===== src/rtl/muldiv_seq.sv =====
// Multi-cycle unsigned MUL/DIV sequencer beside the EX-stage ALU.
// One bit per cycle: shift-add multiply or restoring divide; stalls the pipe until HI/LO are valid.
module muldiv_seq #(
    parameter int         WIDTH  = 32,
    parameter logic [4:0] OP_MUL = 5'b00100,
    parameter logic [4:0] OP_DIV = 5'b00011
) (
    input  logic             clk,
    input  logic             rst_n,
    input  logic             start,
    input  logic [4:0]       alu_ctrl,
    input  logic [WIDTH-1:0] src_a,
    input  logic [WIDTH-1:0] src_b,
    input  logic             flush,
    output logic             busy,
    output logic             stall,
    output logic             done,
    output logic [WIDTH-1:0] hi,
    output logic [WIDTH-1:0] lo,
    output logic             div_by_zero
);

    localparam int CNT_W = $clog2(WIDTH + 1);
    localparam logic [CNT_W-1:0] CNT_INIT = CNT_W'(WIDTH);
    localparam logic [CNT_W-1:0] CNT_LAST = CNT_W'(1);

    typedef enum logic [1:0] {
        ST_IDLE = 2'd0,
        ST_MUL  = 2'd1,
        ST_DIV  = 2'd2,
        ST_DONE = 2'd3
    } state_t;

    state_t               state_r;
    logic [2*WIDTH-1:0]   acc_r;
    logic [WIDTH-1:0]     opnd_r;
    logic [CNT_W-1:0]     cnt_r;
    logic [WIDTH-1:0]     hi_r;
    logic [WIDTH-1:0]     lo_r;
    logic                 busy_r;
    logic                 done_r;
    logic                 dbz_r;

    logic                 can_accept_s;
    logic                 is_mul_s;
    logic                 is_div_s;
    logic [WIDTH:0]       mul_sum_s;
    logic [WIDTH:0]       rem_sh_s;
    logic [WIDTH+1:0]     trial_s;
    logic [2*WIDTH-1:0]   step_s;

    // Decode request and compute one multiply/divide iteration.
    // The shifted remainder is WIDTH+1 bits wide so no dividend bit is lost before the trial subtract.
    always_comb begin
        can_accept_s = (state_r == ST_IDLE) || (state_r == ST_DONE);
        is_mul_s     = start && (alu_ctrl == OP_MUL);
        is_div_s     = start && (alu_ctrl == OP_DIV);
        mul_sum_s    = {1'b0, acc_r[2*WIDTH-1:WIDTH]}
                     + (acc_r[0] ? {1'b0, opnd_r} : {(WIDTH+1){1'b0}});
        rem_sh_s     = acc_r[2*WIDTH-1:WIDTH-1];
        trial_s      = {1'b0, rem_sh_s} - {2'b00, opnd_r};
        step_s       = acc_r;
        case (state_r)
            ST_MUL: step_s = {mul_sum_s, acc_r[WIDTH-1:1]};
            ST_DIV: begin
                if (!trial_s[WIDTH+1]) begin
                    step_s = {trial_s[WIDTH-1:0], acc_r[WIDTH-2:0], 1'b1};
                end else begin
                    step_s = {rem_sh_s[WIDTH-1:0], acc_r[WIDTH-2:0], 1'b0};
                end
            end
            default: step_s = acc_r;
        endcase
    end

    assign stall       = busy_r | (can_accept_s & (is_mul_s | is_div_s));
    assign busy        = busy_r;
    assign done        = done_r;
    assign hi          = hi_r;
    assign lo          = lo_r;
    assign div_by_zero = dbz_r;

    // Sequencer FSM, datapath registers and result registers.
    always_ff @(posedge clk or negedge rst_n) begin
        if (!rst_n) begin
            state_r <= ST_IDLE;
            acc_r   <= {(2*WIDTH){1'b0}};
            opnd_r  <= {WIDTH{1'b0}};
            cnt_r   <= {CNT_W{1'b0}};
            hi_r    <= {WIDTH{1'b0}};
            lo_r    <= {WIDTH{1'b0}};
            busy_r  <= 1'b0;
            done_r  <= 1'b0;
            dbz_r   <= 1'b0;
        end else begin
            case (state_r)
                ST_IDLE, ST_DONE: begin
                    done_r <= 1'b0;
                    if (flush) begin
                        state_r <= ST_IDLE;
                        busy_r  <= 1'b0;
                    end else if (is_mul_s) begin
                        state_r <= ST_MUL;
                        busy_r  <= 1'b1;
                        acc_r   <= {{WIDTH{1'b0}}, src_b};
                        opnd_r  <= src_a;
                        cnt_r   <= CNT_INIT;
                    end else if (is_div_s) begin
                        state_r <= ST_DIV;
                        busy_r  <= 1'b1;
                        acc_r   <= {{WIDTH{1'b0}}, src_a};
                        opnd_r  <= src_b;
                        cnt_r   <= CNT_INIT;
                    end else begin
                        state_r <= ST_IDLE;
                        busy_r  <= 1'b0;
                    end
                end
                ST_MUL, ST_DIV: begin
                    if (flush) begin
                        state_r <= ST_IDLE;
                        busy_r  <= 1'b0;
                    end else begin
                        acc_r <= step_s;
                        cnt_r <= cnt_r - CNT_LAST;
                        if (cnt_r == CNT_LAST) begin
                            state_r <= ST_DONE;
                            busy_r  <= 1'b0;
                            done_r  <= 1'b1;
                            hi_r    <= step_s[2*WIDTH-1:WIDTH];
                            lo_r    <= step_s[WIDTH-1:0];
                            dbz_r   <= (state_r == ST_DIV) && (opnd_r == {WIDTH{1'b0}});
                        end else begin
                            state_r <= state_r;
                        end
                    end
                end
                default: begin
                    state_r <= ST_IDLE;
                    busy_r  <= 1'b0;
                    done_r  <= 1'b0;
                end
            endcase
        end
    end

endmodule


===== config.mk =====
export PLATFORM = sky130hd
export DESIGN_NAME = muldiv_seq
export DESIGN_NICKNAME = d
export VERILOG_FILES = /design/src/rtl/muldiv_seq.sv
export SDC_FILE = /design/constraint.sdc
export NUM_CORES = 1
export LEC_CHECK = 0
export CORE_MARGIN = 1
export CORE_UTILIZATION = 45
export CTS_CLUSTER_DIAMETER = 100
export DETAILED_ROUTE_END_ITERATION = 8
export GPL_TIMING_DRIVEN = 0
export PLACE_DENSITY = 0.66
export RECOVER_POWER = 25
export SYNTH_ARGS = -nofsm -noshare
export SYNTH_HDL_FRONTEND = slang
export SYNTH_SLANG_ARGS = --single-unit

===== constraint.sdc =====
create_clock -name clk -period 7.09 [get_ports clk]
set_input_delay 1.418 -clock clk [delete_from_list [all_inputs] [get_ports clk]]
set_output_delay 1.418 -clock clk [all_outputs]
set_load 0.01 [all_outputs]

==> out/results.tsv <==
stage	metric	value	unit
sta	unrepaired setup endpoints after global routing	no	
cells_and_area	post-route cell area	0.0144	mm2
route	vias	11700	
worst_setup_path	FF-to-FF setup slack	2.48	ns
job	max-cap violations	0	
sta	final setup violation count	0	
min_path	worst hold path class	reg2reg	
synthesis	commonest cells in the netlist	nand2_1 (248), dfrtp_1 (171), nor2_1 (100), o21ai_0 (76), clkbuf_1 (74)	
worst_setup_path	startpoint types	input pin	
synthesis	Mapped Cells	1433	
cts	H-tree depth	4	
place	DP Area	0.0138	mm2
place	dpl cells	1909	
worst_setup_path	Worst R2R Start	acc_r[0]	
synthesis	most frequent cell after synthesis	nand2_1	
worst_setup_path	Reg2Reg Capture Point	hi[23]	
min_path	Hold EP	lo[29]	
sta	minimum clock period	4.70	ns
sta	Final Hold Fails	0	
cts	post-cts sizing count	0	
synthesis	post-synth top area share	35.9	%
sta	Max-Slew Margin vs Limit	36.3	%
route	final WL	42.5	mm
power_and_ir_drop	PD cells	409	mW/mm2
synthesis	sequential share of the synthesized area	35.9	%
sta	f_max	213	MHz
synthesis	ys flop type	dfrtp_1	
floorplan	core area	0.0260	mm2
place	port bufs	140	
global_route	initial antenna violation count	0	
cts	clk buf depth	2	
sta	Slew @ Worst Pin	0.952	ns
synthesis	Synth Cell Area	0.0119	mm2
sta	final hold slack	0.484	ns
global_route	Global Route Usage Sum	32.3	%
cts	TritonCTS buffer count	17	
sta	Period Utilization, post-route	66.4	%
cts	clock sink total	171	
worst_setup_path	CP Cell Sequence	clkdlybuf4s50_1 > nor3b_1 > nand4b_1 > nand2_1 > nand2_1 > nand2b_1 > clkdlybuf4s50_1	
synthesis	area leader, netlist	dfrtp_1	
worst_setup_path	reg2reg path depth	14	
cts	CTS tree	built	
sta	final clock skew	0.0180	ns
cells_and_area	final std cells w/o fill	1941	
global_route	largest net degree at the start of global routing	94	
power_and_ir_drop	maximum VDD drop	0.000193	V
route	Wirelength per Cell	21.9	um
synthesis	Post-synth ARST share	100	%
worst_setup_path	Critical Path Max Stage Delay	0.54	ns
floorplan	# IOs	141	
cells_and_area	Area growth syn-to-layout	20.7	%
power_and_ir_drop	Leak	6.50	nW
cts	# hold bufs at CTS	0	
cells_and_area	final net count	1736	
power_and_ir_drop	Tot Pwr	5.89	mW
route	Final ANT Viol Nets	0	
route	DRC viols	0	
worst_setup_path	Crit path required time	5.67	ns
synthesis	Mean Syn Cell Area	8.32	um2
min_path	hold depth	2	
cts	Clk pin slew, worst setup/hold paths	0.09	ns
cts	Root Driver	clkbuf_16	
worst_setup_path	WP data arrival	3.29	ns
route	Initial DRC Count	1105	
worst_setup_path	Worst path slowest cell	clkdlybuf4s50_1	
cells_and_area	fraction of layout cells with a size suffix above 1	3.86	%
route	First-pass DRT Iterations	5	
synthesis	Ys Warns	0	
floorplan	Starting Density	45.9	%
sta	max-slew violation count	0	
min_path	min-delay src	lo[29]	
worst_setup_path	critical path fanouts, max	3	
worst_setup_path	crit path kind	in2out	
worst_setup_path	CP Capture Type	output port	
cts	clock latency on the worst-skew pair	0.45	ns
synthesis	synth unique cells	77	
global_route	vias in the first global route	11500	
global_route	total gr overflow	0	
synthesis	synth top area cells	dfrtp_1 (36%), nand2_1 (7.8%), ha_1 (7.1%), o21ai_0 (3.2%), nor2_1 (3.1%)	
place	RD Place Congestion	0.972	
synthesis	Post-synth EDFFs	0	
cells_and_area	n_diodes	0	
floorplan	die height	165	um
cts	number of post-CTS setup repair buffers	0	
synthesis	Syn Nets	1576	
place	Detail Placement HPWL	32.8	mm
sta	post-route setup TNS	0	ns
floorplan	Total Die Area	0.0271	mm2
floorplan	FP Rows	59	
synthesis	Synth Register Bits	171	
global_route	first-pass GRT wire length	65.9	mm
route	Avg Vias per Cell	6.05	
floorplan	die width	165	um
run_status	status	completed	
==> worst max-delay path, delay by kind of cell <==
family | cells | cell delay [ns]
AND/OR/NAND/NOR | 5 | 0.89
buffers and inverters | 2 | 0.99
==> state kept, by name, summed over array words and instances, names as in the netlist <==
| name | cells |
|---|---|
| busy | 1 |
| opnd_r | 32 |
| acc_r | 64 |
| cnt_r | 6 |
| hi | 32 |
| lo | 32 |
| done | 1 |
| div_by_zero | 1 |
| state_r | 2 |
==> metrics by stage <==
stage	worst slack, ns	util (%)
after detailed placement	2.43	53.0
final	2.39	55.3
after global placement	-2.88	52.9
after floorplan	3.55	-
after CTS	2.41	55.3
after global routing	2.27	55.3
==> power by group <==
group / switching (mW) / internal [mW] / total [mW]
sequential: 0.431 / 1.37 / 1.80
clock: 0.511 / 0.488 / 0.999
combinational: 1.78 / 1.31 / 3.09
==> cell usage in the layout, fill, tap and decap left out, types with 29 or more instances in the layout <==
cell	synthesis	routed
nand2_1	248	248
xnor2_1	29	29
a311oi_1	30	30
dfrtp_1	171	171
nor2_1	100	100
o21ai_0	76	76
a21oi_1	68	68
and2_1	41	41
ha_1	68	68
inv_1	58	58
clkbuf_1	74	74
a221oi_1	35	35
a21o_1	44	44
a31oi_1	36	36
o21ai_1	32	32
clkdlybuf4s50_1	0	139
==> how the worst max path moves through the flow <==
stage	start	end	slack (ns)	depth (start not counted)
after detailed placement	start	stall	2.43	7
after floorplan	alu_ctrl[3]	stall	3.55	5
after global placement	rst_n	lo[24]	-2.88	1
after global routing	start	stall	2.27	7
final	start	stall	2.39	7
after CTS	start	stall	2.41	7
==> layout make-up <==
type	instances	area, um2
Tap cell	335	419
Buffer	87	337
Inverter	59	221
Clock buffer	18	439
Sequential cell	171	4280
Timing Repair Buffer	141	1430
Multi-Input combinational cell	1116	7080
Fill cell	2444	11600
Clock inverter	14	170
==> cell families after synthesis <==
family / share of synthesized area [%]
xor+xnor: 3.16
fa+ha+maj: 7.47
buf+inv: 4.68
compound gates: 25.8
simple gates: 19.6
mux: 3.45
flops: 35.9
==> per-layer routing <==
metal,up-vias,wire length [um],track usage [%],part of all wire [%]
met5,-,0,0,0
met4,0,1570,13.9,3.7
met3,85,2800,5.22,6.6
met2,454,19200,50.6,45
met1,5663,19000,44.0,45
li1,5535,-,-,-
No activity file was read; power rests on OpenSTA's default activity.
